<file path="src/rtl/alsu_pkg.sv">
// Shared types and helpers for the pipelined ALSU: opcode encoding, operand-priority
// selectors and the invalid-operation predicate used by the evaluator.
package alsu_pkg;

    typedef enum logic [2:0] {
        OP_OR     = 3'd0,
        OP_XOR    = 3'd1,
        OP_ADD    = 3'd2,
        OP_MULT   = 3'd3,
        OP_SHIFT  = 3'd4,
        OP_ROTATE = 3'd5,
        OP_INV6   = 3'd6,
        OP_INV7   = 3'd7
    } opcode_e;

    localparam bit PRIO_A = 1'b0;
    localparam bit PRIO_B = 1'b1;

    // Reductions are only meaningful for the logic ops; anywhere else they mark the request bad.
    function automatic logic is_invalid(opcode_e op, logic red_a, logic red_b);
        return (op == OP_INV6) || (op == OP_INV7) ||
               ((red_a || red_b) && !(op == OP_OR || op == OP_XOR));
    endfunction

endpackage

</file>
<file path="src/rtl/alsu_core.sv">
// Combinational ALSU evaluator: maps the staged request plus the current result register
// to the next result and an invalid-operation indication.
module alsu_core
    import alsu_pkg::*;
#(
    parameter int WIDTH   = 3,
    parameter int OUT_W   = 2 * WIDTH,
    parameter bit PRIO    = PRIO_A,
    parameter bit USE_CIN = 1'b1
) (
    input  opcode_e                  op,
    input  logic signed [WIDTH-1:0]  a,
    input  logic signed [WIDTH-1:0]  b,
    input  logic                     cin,
    input  logic                     serial_in,
    input  logic                     direction,
    input  logic                     red_op_a,
    input  logic                     red_op_b,
    input  logic                     bypass_a,
    input  logic                     bypass_b,
    input  logic [OUT_W-1:0]         cur_out,
    output logic [OUT_W-1:0]         nxt_out,
    output logic                     invalid
);

    logic signed [OUT_W-1:0] a_ext;
    logic signed [OUT_W-1:0] b_ext;
    logic [OUT_W-1:0]        cin_ext;
    logic                    use_a_red;
    logic                    use_a_byp;
    logic [WIDTH-1:0]        red_opnd;

    always_comb begin
        invalid   = is_invalid(op, red_op_a, red_op_b);
        a_ext     = {{(OUT_W-WIDTH){a[WIDTH-1]}}, a};
        b_ext     = {{(OUT_W-WIDTH){b[WIDTH-1]}}, b};
        cin_ext   = USE_CIN ? {{(OUT_W-1){1'b0}}, cin} : '0;
        use_a_red = red_op_a && (!red_op_b || PRIO == PRIO_A);
        use_a_byp = bypass_a && (!bypass_b || PRIO == PRIO_A);
        red_opnd  = use_a_red ? a : b;
        nxt_out   = '0;

        if (invalid) begin
            nxt_out = '0;
        end else if (bypass_a || bypass_b) begin
            nxt_out = use_a_byp ? a_ext : b_ext;
        end else begin
            case (op)
                OP_OR:     nxt_out = (red_op_a || red_op_b) ? {{(OUT_W-1){1'b0}}, |red_opnd}
                                                            : (a_ext | b_ext);
                OP_XOR:    nxt_out = (red_op_a || red_op_b) ? {{(OUT_W-1){1'b0}}, ^red_opnd}
                                                            : (a_ext ^ b_ext);
                OP_ADD:    nxt_out = a_ext + b_ext + cin_ext;
                // OUT_W = 2*WIDTH, so the signed product never truncates.
                OP_MULT:   nxt_out = a_ext * b_ext;
                OP_SHIFT:  nxt_out = direction ? {cur_out[OUT_W-2:0], serial_in}
                                               : {serial_in, cur_out[OUT_W-1:1]};
                OP_ROTATE: nxt_out = direction ? {cur_out[OUT_W-2:0], cur_out[OUT_W-1]}
                                               : {cur_out[0], cur_out[OUT_W-1:1]};
                default:   nxt_out = '0;
            endcase
        end
    end

endmodule

</file>
<file path="src/rtl/alsu_pipe.sv">
// Two-stage valid/ready ALSU pipeline with error-blink LEDs.
// Define ALSU_ERR_CNT_EN to add the saturating err_cnt output counting retired invalid ops.
module alsu_pipe
    import alsu_pkg::*;
#(
    parameter int    WIDTH          = 3,
    parameter int    OUT_W          = 2 * WIDTH,
    parameter string INPUT_PRIORITY = "A",
    parameter string FULL_ADDER     = "ON",
    parameter int    LED_W          = 16,
    parameter int    BLINK_DIV      = 1
) (
    input  logic                    clk,
    input  logic                    reset,
    input  logic                    in_valid,
    output logic                    in_ready,
    input  logic [2:0]              opcode,
    input  logic signed [WIDTH-1:0] A,
    input  logic signed [WIDTH-1:0] B,
    input  logic                    cin,
    input  logic                    serial_in,
    input  logic                    direction,
    input  logic                    red_op_A,
    input  logic                    red_op_B,
    input  logic                    bypass_A,
    input  logic                    bypass_B,
    output logic signed [OUT_W-1:0] out,
    output logic                    out_valid,
    input  logic                    out_ready,
    output logic [LED_W-1:0]        leds
`ifdef ALSU_ERR_CNT_EN
    ,
    output logic [7:0]              err_cnt
`endif
);

    localparam bit PRIO    = (INPUT_PRIORITY == "B") ? PRIO_B : PRIO_A;
    localparam bit USE_CIN = (FULL_ADDER == "ON");
    localparam int CNT_W   = (BLINK_DIV > 1) ? $clog2(BLINK_DIV) : 1;
    localparam logic [CNT_W-1:0] CNT_MAX = CNT_W'(BLINK_DIV - 1);

    logic                    s1_valid;
    opcode_e                 s1_op;
    logic signed [WIDTH-1:0] s1_a;
    logic signed [WIDTH-1:0] s1_b;
    logic                    s1_cin;
    logic                    s1_serial_in;
    logic                    s1_direction;
    logic                    s1_red_a;
    logic                    s1_red_b;
    logic                    s1_byp_a;
    logic                    s1_byp_b;

    logic                    advance;
    logic [OUT_W-1:0]        core_out;
    logic                    core_invalid;
    logic                    err_flag;
    logic [CNT_W-1:0]        blink_cnt;

    always_comb begin
        advance  = s1_valid && (!out_valid || out_ready);
        in_ready = !s1_valid || advance;
    end

    alsu_core #(
        .WIDTH   (WIDTH),
        .OUT_W   (OUT_W),
        .PRIO    (PRIO),
        .USE_CIN (USE_CIN)
    ) u_core (
        .op        (s1_op),
        .a         (s1_a),
        .b         (s1_b),
        .cin       (s1_cin),
        .serial_in (s1_serial_in),
        .direction (s1_direction),
        .red_op_a  (s1_red_a),
        .red_op_b  (s1_red_b),
        .bypass_a  (s1_byp_a),
        .bypass_b  (s1_byp_b),
        .cur_out   (out),
        .nxt_out   (core_out),
        .invalid   (core_invalid)
    );

    always_ff @(posedge clk) begin
        if (reset) begin
            s1_valid     <= 1'b0;
            s1_op        <= OP_OR;
            s1_a         <= '0;
            s1_b         <= '0;
            s1_cin       <= 1'b0;
            s1_serial_in <= 1'b0;
            s1_direction <= 1'b0;
            s1_red_a     <= 1'b0;
            s1_red_b     <= 1'b0;
            s1_byp_a     <= 1'b0;
            s1_byp_b     <= 1'b0;
            out          <= '0;
            out_valid    <= 1'b0;
            err_flag     <= 1'b0;
            blink_cnt    <= '0;
            leds         <= '0;
        end else begin
            if (in_valid && in_ready) begin
                s1_valid     <= 1'b1;
                s1_op        <= opcode_e'(opcode);
                s1_a         <= A;
                s1_b         <= B;
                s1_cin       <= cin;
                s1_serial_in <= serial_in;
                s1_direction <= direction;
                s1_red_a     <= red_op_A;
                s1_red_b     <= red_op_B;
                s1_byp_a     <= bypass_A;
                s1_byp_b     <= bypass_B;
            end else if (advance) begin
                s1_valid <= 1'b0;
            end

            if (advance) begin
                out       <= core_out;
                out_valid <= 1'b1;
                err_flag  <= core_invalid;
            end else if (out_ready) begin
                out_valid <= 1'b0;
            end

            if (err_flag) begin
                if (blink_cnt == CNT_MAX) begin
                    blink_cnt <= '0;
                    leds      <= ~leds;
                end else begin
                    blink_cnt <= blink_cnt + 1'b1;
                end
            end else begin
                blink_cnt <= '0;
                leds      <= '0;
            end
        end
    end

`ifdef ALSU_ERR_CNT_EN
    always_ff @(posedge clk) begin
        if (reset) begin
            err_cnt <= '0;
        end else if (advance && core_invalid && err_cnt != 8'hFF) begin
            err_cnt <= err_cnt + 8'd1;
        end
    end
`endif

endmodule
</file>
<file path="config.mk">
export PLATFORM = sky130hd
export DESIGN_NAME = alsu_pipe
export DESIGN_NICKNAME = d
export VERILOG_FILES = /design/src/rtl/alsu_pkg.sv /design/src/rtl/alsu_core.sv /design/src/rtl/alsu_pipe.sv
export SDC_FILE = /design/constraint.sdc
export NUM_CORES = 1
export LEC_CHECK = 0
export ABC_AREA = 1
export BUFFER_PORTS_ARGS = -buffer_cell sky130_fd_sc_hd__buf_2
export CORE_UTILIZATION = 57
export CTS_BUF_LIST = sky130_fd_sc_hd__clkbuf_2 sky130_fd_sc_hd__clkbuf_4 sky130_fd_sc_hd__clkbuf_8
export DETAILED_ROUTE_END_ITERATION = 6
export PLACE_DENSITY = 0.87
export RECOVER_POWER = 100
export SLEW_MARGIN = 20
export SYNTH_ARGS = -nofsm -noshare
export SYNTH_HDL_FRONTEND = slang
export SYNTH_SLANG_ARGS = --single-unit
</file>
<file path="constraint.sdc">
create_clock -name clk -period 3.1 [get_ports clk]
set_input_delay 0.62 -clock clk [delete_from_list [all_inputs] [get_ports clk]]
set_output_delay 0.62 -clock clk [all_outputs]
set_load 0.1 [all_outputs]
</file>
# Word level (Yosys, flattened, before mapping)
# Cells that the tools add are included.
# classes
n_addsub,3
mul,1
n_eq_ne,7
n_mux,13
n_bitwise,5
reduce_logical,20
# ops
cell,count
2-to-1 mux 6 bit,7
case mux 6 bit (6 select lines),1
NOT 16 bit,1
== test 3 bit (second input constant),4
logical OR 1 bit,7
adder 6 x 1 -> 6 bit,1
== test 3 x 2 -> 1 bit (second input constant),2
multiplier 3 x 3 -> 6 bit,1
OR 6 bit,1
OR reduction 3 bit,2
bitwise XOR 6 bit,1
adder 3 x 3 -> 4 bit,1
2-to-1 mux 1 bit,4
nonzero test 2 bit,2
== test 3 x 1 -> 1 bit (second input constant),1
logical AND 1 bit,3
logical NOT 1 bit,3
logical NOT 3 bit,1
2-to-1 mux 3 bit,1
parity 3 bit,1
NOT 1 bit,2
OR reduction 2 bit,1
adder 1 bit (second input constant),1
# totals
ff_bits,42
output_inout_bits,24

# Logic depth before layout (Yosys ltp)
# Gate-level depths: netlist (run 1).
# logic_depth
word_depth,6
ltp_mapped,18
ltp_nobuf,18

# Modules after synthesis
# A second synthesis (run 1) with hierarchy kept.
# unflattened
hier_cells,386
area_unflattened_um2,2686.3
# modules_own_cells
module,n_inst,cells_each,area_each_um2,seq_area_each_um2
alsu_pipe,1,206,1646.6,840.8
alsu_core,1,180,1039.7,0.0

# Worst setup path after synthesis (run 1)
# OpenSTA, ideal clock, no wires.
# synth_timing
path_kind,reg2reg
from,reg out_valid
to,reg s1_valid
t_arrival_ps,2706
t_required_ps,2940
slack_ps,234
path_stages_with_launch,5
path_buffers,1
period_less_slack_ps,2866
cell_sequence,dfxtp_1 nand3_1 nand2_1 clkbuf_1 a21oi_1
# synth_via
elab_chain_len,6
# synth_lines
item,line_no,rtl
start: declaration,alsu_pipe.sv:28,"output logic out_valid,"
start signal: assignment,alsu_pipe.sv:100,out_valid <= 1'b0;
start signal: assignment,alsu_pipe.sv:123,out_valid <= 1'b1;
start signal: assignment,alsu_pipe.sv:126,out_valid <= 1'b0;
logical NOT 1 bit *,alsu_pipe.sv:61,advance = s1_valid && (!out_valid || out_ready);
logical OR 1 bit *,alsu_pipe.sv:61,
logical AND 1 bit *,alsu_pipe.sv:61,
logical OR 1 bit *,alsu_pipe.sv:62,in_ready = !s1_valid || advance;
via in_ready,alsu_pipe.sv:16,"output logic in_ready,"
logical AND 1 bit *,alsu_pipe.sv:105,if (in_valid && in_ready) begin
2-to-1 mux 1 bit or nonzero test 2 bit (tied branches),--,
end signal: assignment,alsu_pipe.sv:88,s1_valid <= 1'b0;
end signal: assignment,alsu_pipe.sv:106,s1_valid <= 1'b1;
end signal: assignment,alsu_pipe.sv:118,s1_valid <= 1'b0;
end: declaration,alsu_pipe.sv:42,logic s1_valid;
# Mark *: on every way through the listed nets, which the timed path passes. The rest lies on a longest branch.
# A chain may end at the register's enable or synchronous reset.

# Worst setup path after layout (run 1)
# layout_timing
from,reg s1_b[1]
to,reg out[4]
# layout_via
elab_chain_len,5
# layout_lines
item,line_no,rtl
start: declaration,alsu_pipe.sv:45,logic signed [WIDTH-1:0] s1_b;
start signal: assignment,alsu_pipe.sv:91,s1_b <= '0;
start signal: assignment,alsu_pipe.sv:109,s1_b <= B;
adder 3 x 3 -> 4 bit,alsu_core.sv:53,OP_ADD: nxt_out = a_ext + b_ext + cin_ext;
adder 6 x 1 -> 6 bit,alsu_core.sv:53,
case mux 6 bit (6 select lines) *,alsu_core.sv:48,case (op)
2-to-1 mux 6 bit *,alsu_core.sv:45,end else if (bypass_a || bypass_b) begin
2-to-1 mux 6 bit *,alsu_core.sv:43,if (invalid) begin
end signal: assignment,alsu_pipe.sv:122,out <= core_out;
end: declaration,alsu_pipe.sv:27,"output logic signed [OUT_W-1:0] out,"
# Mark *: on every way between the ends. The rest lies on a longest branch, timed or not.

==> impl_results.md, run 1 <==
* Status: finished, final reports clean
* Die X at ~68 um
* Hold buffers post-CTS at 0
* Routed WL per cell at between 10 and 15 um
* P per Cell Area at between 400 and 500 nW/um^2
* Layout fillers at about 360
* DPL Wire Length at 4136 um
* Synth unique cells at 29
* Number of max-cap violations at 0
* Top cells by area, synth: dfxtp_1 (34%), nand2_1 (9.7%), nor2_1 (8.0%)
* Ys async rst share at 0%
* Placed instance area at approximately 2700 sq um
* # diodes at 0
* CTS sink count at 42
* Core area at approximately 4100 sq um
* Hold slack at about 490 ps
* Pins Over Slew Limit at 0
* CTS tree: built
* Layout cell share with drive strength beyond 1 at 10.91%
* First-pass GRT wire length at 9183 um
* #FFs+latches synth at 42
* Total GRT Usage at 26.66%
* Cell family with most CP delay: adder cells
* CP Cell Sequence: ha_1, inv_1, fa_1, fa_1, inv_1, ha_1, fa_1, nand2_1, o21ai_0, nor2_1, o211ai_1, nand2_1, a21oi_1
* Slew headroom at between 20% and 30%
* Final Total Pwr at between 1 and 1.5 mW
* CTS Buf Count at 5
* WS Path Type: register to register
* CP endpoint kind: register
* Post-CTS Setup Bufs at 0
* Post-route setup TNS at 0 ps
* Most common cell in the netlist: nand2_1
* Crit path DAT at 3050 ps
* Antenna Nets Post-Route at 0
* Max FO, Critical Path at 6
* Post-Syn Area per Cell at 7.131 sq um
* Design area at about 2700 sq um
* Routed WL at 5523 um
* Cell taking the most area after synthesis: dfxtp_1
* Layout area overhead at 11.56%
* Unrepaired setup endpoints after global routing: no
* Vias per cell at 5.292
* Top-area cell type share of the netlist area at 34.37%
* Nets at 424
* GRT overflow at 0
* Mapped Cells at ~340
* Post-Syn Area at 2446 sq um
* Final Setup Violations at 0
* Initial antenna violation count at 0
* Clock slew at reported path FFs at ~80 ps
* TritonRoute pass-1 iters at 4
* Minimum clock period after layout at roughly 2900 ps
* Vias in the first global route at approximately 2100
* Drt drc at 0
* Num ports at 44
* DIE HEIGHT at 67.51 um
* Post-CTS sizing at 0
* DIE AREA at around 4600 sq um
* Synth Flop Type: dfxtp_1
* Pleak at 1.283 nW
* Post-route core utilization at 67.25%
* Sequential area share after synthesis at between 30% and 40%
* Synth cell count leaders: nand2_1 (63), nor2_1 (52), dfxtp_1 (42)
* CTS Buffer Depth at 2
* Number of DRC markers in iteration 0 at between 150 and 200
* Min-delay worst type: register to register
* H-tree levels at 2
* Largest net degree at the start of global routing at 32
* Final period util at 92.84%
* Gpl congestion at 0.8715
* Data required time at the worst endpoint at 3270 ps
* Final Hold Fails at 0
* CP max-delay cell: dfxtp_1
* DR vias at 2302
* Crit-path most repeated cell: fa_1
* Number of flops mapped to enable cells by yosys at 0
* Peak supply drop at 309.4 uV
* Clock Latency Late Sink at around 300 ps
* CP Buf/Inv Count at 2
* Syn Nets at 383
* Critical path's largest stage delay at between 400 and 500 ps
* Max Freq at 0.3475 GHz
* Port Buf Inserts at 43
* Worst slew pin tran at ~1200 ps
* Critical Path Start Type: register
* Initial cell density of the core at 60.28%
* Clock skew at 4.840 ps
* Clock root cell: clkbuf_8
* Yosys warns at 0
* Placement Rows at 23
final timing paths:
| path | from | cells after the start | end | slack (ps) |
|---|---|---|---|---|
| setup / recovery | s1_b[1] | 13 | out[4] | 220 |
| hold / removal | s1_red_b | 2 | s1_red_b | 490 |
| setup reg to reg | s1_b[1] | 13 | out[4] | 220 |
| hold reg to reg | s1_red_b | 2 | s1_red_b | 490 |
power by group:
part / switching, mW / internal, mW
Combinational: 0.232 / 0.0942
Clock: 0.196 / 0.168
Sequential: 0.0360 / 0.568
Total: 0.464 / 0.830
worst reg2reg max path: cells and delay by family, from the launching register on:
kind            cells  cell delay, ps
compound gates      3             250
flops               1             450
buf+inv             2             120
fa+ha+maj           5            1640
simple gates        3             300
area by class of cell:
type	count	area, sq um	share of cell area, %
multi-input combinational	248	1384	50.71
timing repair buffer	43	183.9	6.740
clock inverter	2	13.76	0.5044
clock buffer	6	76.32	2.797
inverter	44	167.7	6.144
sequential	42	840.8	30.81
tap	50	62.56	2.293
routing by layer:
| layer | GRT usage, % | wire length (um) | vias to the layer above |
|---|---|---|---|
| met3 | 4.899 | 304 | 11 |
| met1 | 33.02 | 2434 | 1044 |
| met5 | 0 | 0 | - |
| li1 | - | - | 1172 |
| met2 | 46.41 | 2705 | 75 |
| met4 | 7.979 | 79 | 0 |
flip-flops by register name (all words and copies together), names as in the netlist, 3 cells and up:
signal	count
s1_b	3
s1_op	3
out	6
s1_a	3
leds	16
per-stage QoR:
stage | std cells | setup slack (ps)
global placement | 427 | 384.0
global route | 435 | 50.23
CTS | 435 | 276.1
finish | 435 | 222.1
detailed placement | 427 | 294.1
floorplan | 343 | 233.9
kinds of logic (layout without fill, tap and decap cells):
kind of cell | count (synthesis) | in the layout | share of synthesized area (%)
simple gates | 147 | 147 | 25.78
fa+ha+maj | 20 | 20 | 11.76
other cells | 1 | 1 | 0.1533
compound gates | 64 | 64 | 13.61
buf+inv | 53 | 95 | 8.594
flops | 42 | 42 | 34.37
xor+xnor | 16 | 16 | 5.729
placed cells by master (no fill, tap or decap), types with 3 or more instances in the layout:
cell	netlist	final
clkbuf_8	0	5
xor2_1	16	16
nand3_1	16	16
inv_2	7	7
o21ai_1	5	3
a21oi_1	26	27
fa_1	5	5
nand4_1	3	3
inv_1	36	36
dfxtp_1	42	42
buf_2	6	18
clkbuf_1	2	25
o21ai_0	29	31
ha_1	15	15
nor3_1	3	3
nand2_1	63	63
nor2_1	52	53
No activity file was read; power rests on OpenSTA's default activity.
==> inputs of run 2 (changes only) <==
CORE_ASPECT_RATIO = 0.8   (was default)
MAX_ROUTING_LAYER = met4   (was default)
==> run 2 against run 1 <==
Against the previous run: via count is 1.1% higher; clock power is 3% lower; sequential power hardly changed; sequential cell count stayed put; critical path depth is 3 higher; critical path type unchanged; critical endpoint is now out[5].
==> impl_results.md, run 2 (synthesized netlist as in run 1, its figures left out) <==
* Status: finished, final reports clean
* TritonRoute pass-1 iters at 5 (+1)
* Min-delay worst type: register to register
* Port Buf Inserts at 43 (unchanged)
* Placed cell count at 432 (+1.2%)
* Post-route setup TNS at 0 ps (unchanged)
* Clock Latency Late Sink at 300 ps (about the same)
* Final Non-Filler Cells at 440 (+1.1%)
* Max FO, Critical Path at 7 (+1)
* DR vias at 2328 (+1.1%)
* Final worst slack at 263.0 ps (+40.93 ps)
* Largest Register: leds
* CP endpoint kind: register
* First-pass GRT wire length at 9114 um (-0.75%)
* Hold depth at 2 (unchanged)
* DIE AREA at 4559 sq um (about the same)
* Drt drc at 0 (unchanged)
* Met3 routed WL at 472 um (+55%)
* H-tree levels at 2 (unchanged)
* WS Path Type: register to register
* CTS Buf Count at 5 (unchanged)
* Gpl congestion at 0.9048 (+3.8%)
* Crit path DAT at 3020 ps (-30 ps)
* Post-CTS Setup Bufs at 0 (unchanged)
* R2R setup slack at 260 ps (+40 ps)
* Hold buffers post-CTS at 0 (unchanged)
* Max FFs per register at 16 (unchanged)
* Post-CTS sizing at 0 (unchanged)
* Final Total Pwr at 1.284 mW (-0.79%)
* Die X at 75.24 um (+11%)
* Core area at 3954 sq um (-2.6%)
* Worst Hold End: s1_red_b
* Unrepaired setup endpoints after global routing: no
* CTS Buffer Depth at 2 (unchanged)
* Hold slack at 497.0 ps (+3.811 ps)
* Met1 Wirelength at 2572 um (+5.7%)
* R2R Path Start: s1_a[2]
* Clock slew at reported path FFs at 80 ps (about the same)
* Largest net degree at the start of global routing at 32 (unchanged)
* Pleak at 1.281 nW (-0.13%)
* Slew headroom at 21.51% (-0.31 points)
* Number of DRC markers in iteration 0 at 231 (+43%)
* Footprint of the multi-input gates at 1388 sq um (+0.27%)
* Vias per cell at 5.291 (about the same)
* DPL Wire Length at 4166 um (+0.72%)
* Final Setup Violations at 0 (unchanged)
* GRT overflow at 0 (unchanged)
* Clock root cell: clkbuf_8
* Total GRT Usage at 27.52% (+0.86 points)
* Max Freq at 0.3525 GHz (+1.4%)
* Antenna Nets Post-Route at 0 (unchanged)
* Pins Over Slew Limit at 0 (unchanged)
* # diodes at 0 (unchanged)
* Final Hold Fails at 0 (unchanged)
* FF+latch area at 840.8 sq um (unchanged)
* Layout area overhead at 12.02%
* Commonest non-fill, non-tap cells in the layout: nand2_1 (63), nor2_1 (53), dfxtp_1 (42), inv_1 (36), o21ai_0 (31)
* P per Cell Area at 468.5 nW/um^2 (-1.2%)
* Routed WL at 5446 um (-1.4%)
* Top Registers: leds: 16 flops, out: 6 flops
* Peak supply drop at 359.0 uV (+16%)
* Data required time at the worst endpoint at 3290 ps (+20 ps)
* Number of max-cap violations at 0 (unchanged)
* Initial antenna violation count at 0 (unchanged)
* CTS sink count at 42 (unchanged)
* Most common cell after layout, fill and taps aside: nand2_1
* Layout cell share with drive strength beyond 1 at 11.43% (+0.52 points)
* Worst slew pin tran at 1182 ps (+4.675 ps)
* Placement Setup Slack at 276.0 ps (-18.07 ps)
* HP Start: s1_red_b
* DIE HEIGHT at 60.60 um (-10%)
* Nets at 424 (unchanged)
* Placement Rows at 20 (-13%)
* Vias in the first global route at 2012 (-4.5%)
* Minimum clock period after layout at 2837 ps (-40.93 ps)
* Clock skew at 4.697 ps (-0.1434 ps)
* Final period util at 91.52% (-1.3 points)
* DR top layer: met4
* Num ports at 44 (unchanged)
* Reg2reg end: out[5]
* CTS tree: built
* Routed WL per cell at 12.38 um (-2.5%)
* Initial cell density of the core at 61.87% (+1.6 points)
* R2r worst-path depth at 16 (+3)
* DR WL met2 at 2326 um (-14%)
* Layout fillers at 363 (+0.55%)
* Critical Path Start Type: register
## run 2: changes by cell type in the layout (fill, tap and decap cells not counted), sizes merged
cell      delta
clkbuf       -2
clkinvlp     +1
buf          +1
## run 2: critical path, cell delays in order, from the launching register on
cell	delay, ps
dfxtp_1	430
nand2_1	170
fa_1	560
inv_1	40
ha_1	280
ha_1	210
fa_1	390
inv_1	70
nand2_1	70
nand2_1	70
nand2_1	60
nand2_1	60
nand2_1	40
nand3_1	60
nand3_1	80
nand2_1	80
a21oi_1	50
## run 2: stage by stage
step | cell area (sq um) | util [%]
6_report | 2740 | 69.30
5_1_grt | 2740 | 69.30
4_1_cts | 2778 | 70.25
3_5_place_dp | 2688 | 67.97
3_3_place_gp | 2688 | 67.97
2_1_floorplan | 2446 | -
## run 2: routing by layer
layer / vias to the layer above / GRT usage [%]
met3: 9 / 6.312
met5: - / -
met1: 1046 / 39.98
met2: 98 / 38.22
met4: 0 / 7.407
li1: 1175 / -
## run 2: how the worst max path moves through the flow
| stage | start | end | slack (ps) | cells past startpoint |
|---|---|---|---|---|
| 2_1_floorplan | out_valid | s1_valid | 230 | 4 |
| 3_3_place_gp | s1_a[2] | out[5] | 380 | 16 |
| 3_5_place_dp | s1_a[2] | out[5] | 280 | 16 |
| 4_1_cts | s1_a[2] | out[5] | 250 | 16 |
| 5_1_grt | s1_a[2] | out[5] | 10 | 16 |
| 6_report | s1_a[2] | out[5] | 260 | 16 |
## run 2: final cells by class
cell class              instances  share of cell area (%)
multi-input cells             248                   50.64
flip-flops and latches         42                   30.68
repair buffers                 43                   6.758
inverters                      44                   6.119
clock buffers                   5                   2.511
well taps                      55                   2.511
clock inverters                 3                  0.7763
## run 2: power by group
part / switching (mW) / internal, mW
logic: 0.234 / 0.0941
registers: 0.0366 / 0.568
clock network: 0.193 / 0.158
==> inputs of run 3 (changes only) <==
CORE_UTILIZATION = 35   (was 57)
PLACE_DENSITY = 0.6   (was 0.87)
==> run 3 against run 2 <==
Against the previous run: die area is 61% higher; clock power hardly changed; worst hold slack better by 3.9 ps; critical endpoint unchanged; largest cell class unchanged; largest power group unchanged; highest routed layer unchanged.
==> impl_results.md, run 3 (synthesized netlist as in run 1, its figures left out) <==
* Max FO, Critical Path at 7 (unchanged)
* CP max-delay cell: fa_1
* CTS Buffer Depth at 2 (unchanged)
* Initial antenna violation count at 0 (unchanged)
* Slew headroom at 21.93% (+0.42 points)
* Port Buf Inserts at 43 (unchanged)
* Top Registers: leds: 16 flops, out: 6 flops
* Largest Register: leds
* Pleak at 1.286 nW (+0.41%)
* Die X at 95.47 um (+27%)
* Commonest non-fill, non-tap cells in the layout: nand2_1 (63), nor2_1 (53), dfxtp_1 (39), inv_1 (36), o21ai_0 (31)
* Crit path DAT at 2970 ps (-50 ps)
* Num ports at 44 (unchanged)
* Final period util at 90.18% (-1.3 points)
* Max FFs per register at 16 (unchanged)
* FF+latch area at 844.6 sq um (+0.45%)
* Post-route setup TNS at 0 ps (unchanged)
* DIE AREA at 7329 sq um (+61%)
* CP endpoint kind: register
* Routed WL at 5665 um (+4.0%)
* Status: finished, final reports clean
* Clock skew at 14.38 ps (+9.685 ps)
* Placement Setup Slack at 252.8 ps (-23.20 ps)
* P per Cell Area at 462.5 nW/um^2 (-1.3%)
* Initial cell density of the core at 37.22% (-25 points)
* Minimum clock period after layout at 2796 ps (-41.39 ps)
* WS Path Type: register to register
* # diodes at 0 (unchanged)
* Post-route core utilization at 42.31% (-27 points)
* Crit-path most repeated cell: nand2_1
* Placement Rows at 26 (+30%)
* Gpl congestion at 0.8479 (-6.3%)
* Total GRT Usage at 17.67% (-9.9 points)
* Antenna Nets Post-Route at 0 (unchanged)
* CP Cell Sequence: nand2_1, fa_1, inv_1, ha_1, ha_1, fa_1, inv_1, nand2_1, nand2_1, nand2_1, nand2_1, nand2_1, nand3_1, nand3_1, nand2_1, a21oi_1
* Vias per cell at 4.776 (-9.7%)
* Clock root cell: clkbuf_8
* Layout fillers at 712 (+96%)
* Vias in the first global route at 2029 (+0.84%)
* Placed instance area at 2724 sq um (+1.3%)
* Core area at 6571 sq um (+66%)
* Largest net degree at the start of global routing at 32 (unchanged)
* Footprint of the multi-input gates at 1388 sq um (unchanged)
* Hold depth at 2 (unchanged)
* Layout area overhead at 13.66%
* Critical Path Start Type: register
* TritonRoute pass-1 iters at 4 (-1)
* Data required time at the worst endpoint at 3270 ps (-20 ps)
* R2r worst-path depth at 16 (unchanged)
* Clock Latency Late Sink at 300 ps (about the same)
* First-pass GRT wire length at 9846 um (+8.0%)
* Critical path's largest stage delay at 550 ps (about the same)
* CTS sink count at 42 (unchanged)
* Design area at 2780 sq um (+1.5%)
* Peak supply drop at 202.9 uV (-43%)
* Number of max-cap violations at 0 (unchanged)
* DIE HEIGHT at 76.78 um (+27%)
* Layout cell share with drive strength beyond 1 at 12.21% (+0.78 points)
* Nets at 424 (unchanged)
* Clock slew at reported path FFs at 90 ps (about the same)
* Drt drc at 0 (unchanged)
* Final Setup Violations at 0 (unchanged)
* CTS tree: built
* DR vias at 2240 (-3.8%)
* GRT overflow at 0 (unchanged)
* Routed WL per cell at 12.08 um (-2.4%)
* CTS Buf Count at 5 (unchanged)
* DPL Wire Length at 4432 um (+6.4%)
* Final Hold Fails at 0 (unchanged)
* H-tree levels at 2 (unchanged)
* Pins Over Slew Limit at 0 (unchanged)
* Min-delay worst type: register to register
* Final worst slack at 304.4 ps (+41.39 ps)
* Most common cell after layout, fill and taps aside: nand2_1
* Number of DRC markers in iteration 0 at 164 (-29%)
* Max Freq at 0.3577 GHz (+1.5%)
* Worst slew pin tran at 1176 ps (-6.324 ps)
* Unrepaired setup endpoints after global routing: no
-- run 3: what timing repair did --
| action | 4_1_cts | 5_1_grt |
|---|---|---|
| resized for setup | 0 | 3 |
| hold endpoints to repair | 0 | 0 |
| hold buffers | 0 | 0 |
| setup endpoints to repair | 0 | 1 |
| buffers inserted | 0 | 0 |
-- run 3: worst paths after layout --
kind	from	to	slack [ps]
max	s1_a[2]	out[5]	300
min	s1_red_b	s1_red_b	500
max reg2reg	s1_a[2]	out[5]	300
min reg2reg	s1_red_b	s1_red_b	500
-- run 3: per-layer routing --
metal	part of all wire [%]	vias up	global-route usage, %
met4	1.3	0	5.821
met3	4.7	4	3.175
li1	-	1175	-
met2	38	55	22.57
met5	0	-	-
met1	56	1006	27.22
-- run 3: stage by stage --
step           power, mW  hold WS [ps]  std cells
2_1_floorplan     0.8737         461.2        343
3_3_place_gp      0.9426         485.2        461
3_5_place_dp      0.9467         489.8        461
4_1_cts            1.302         511.5        469
5_1_grt            1.371         531.5        469
6_report           1.286         500.9        469
-- run 3: where the power goes --
part	leakage [nW]	internal (mW)	switching, mW
Combinational	0.892	0.0947	0.230
Clock	0.0486	0.168	0.187
Sequential	0.346	0.569	0.0373
Total	1.29	0.831	0.455
-- run 3: cell type report --
cell class,count,share of cell area (%)
Clock buffer,6,2.745
Clock inverter,2,0.4950
Inverter,44,6.031
Multi-Input combinational cell,248,49.91
Sequential cell,42,30.38
Tap cell,84,3.780
Timing Repair Buffer,43,6.661
-- run 3: worst max-delay path, delay by kind of cell, from the launching register on --
family,cells,cell delay [ps]
AO/OA/AOI/OAI,1,50
adder cells (fa/ha/maj),4,1450
buffers and inverters,2,100
flip-flops,1,390
AND/OR/NAND/NOR,9,670
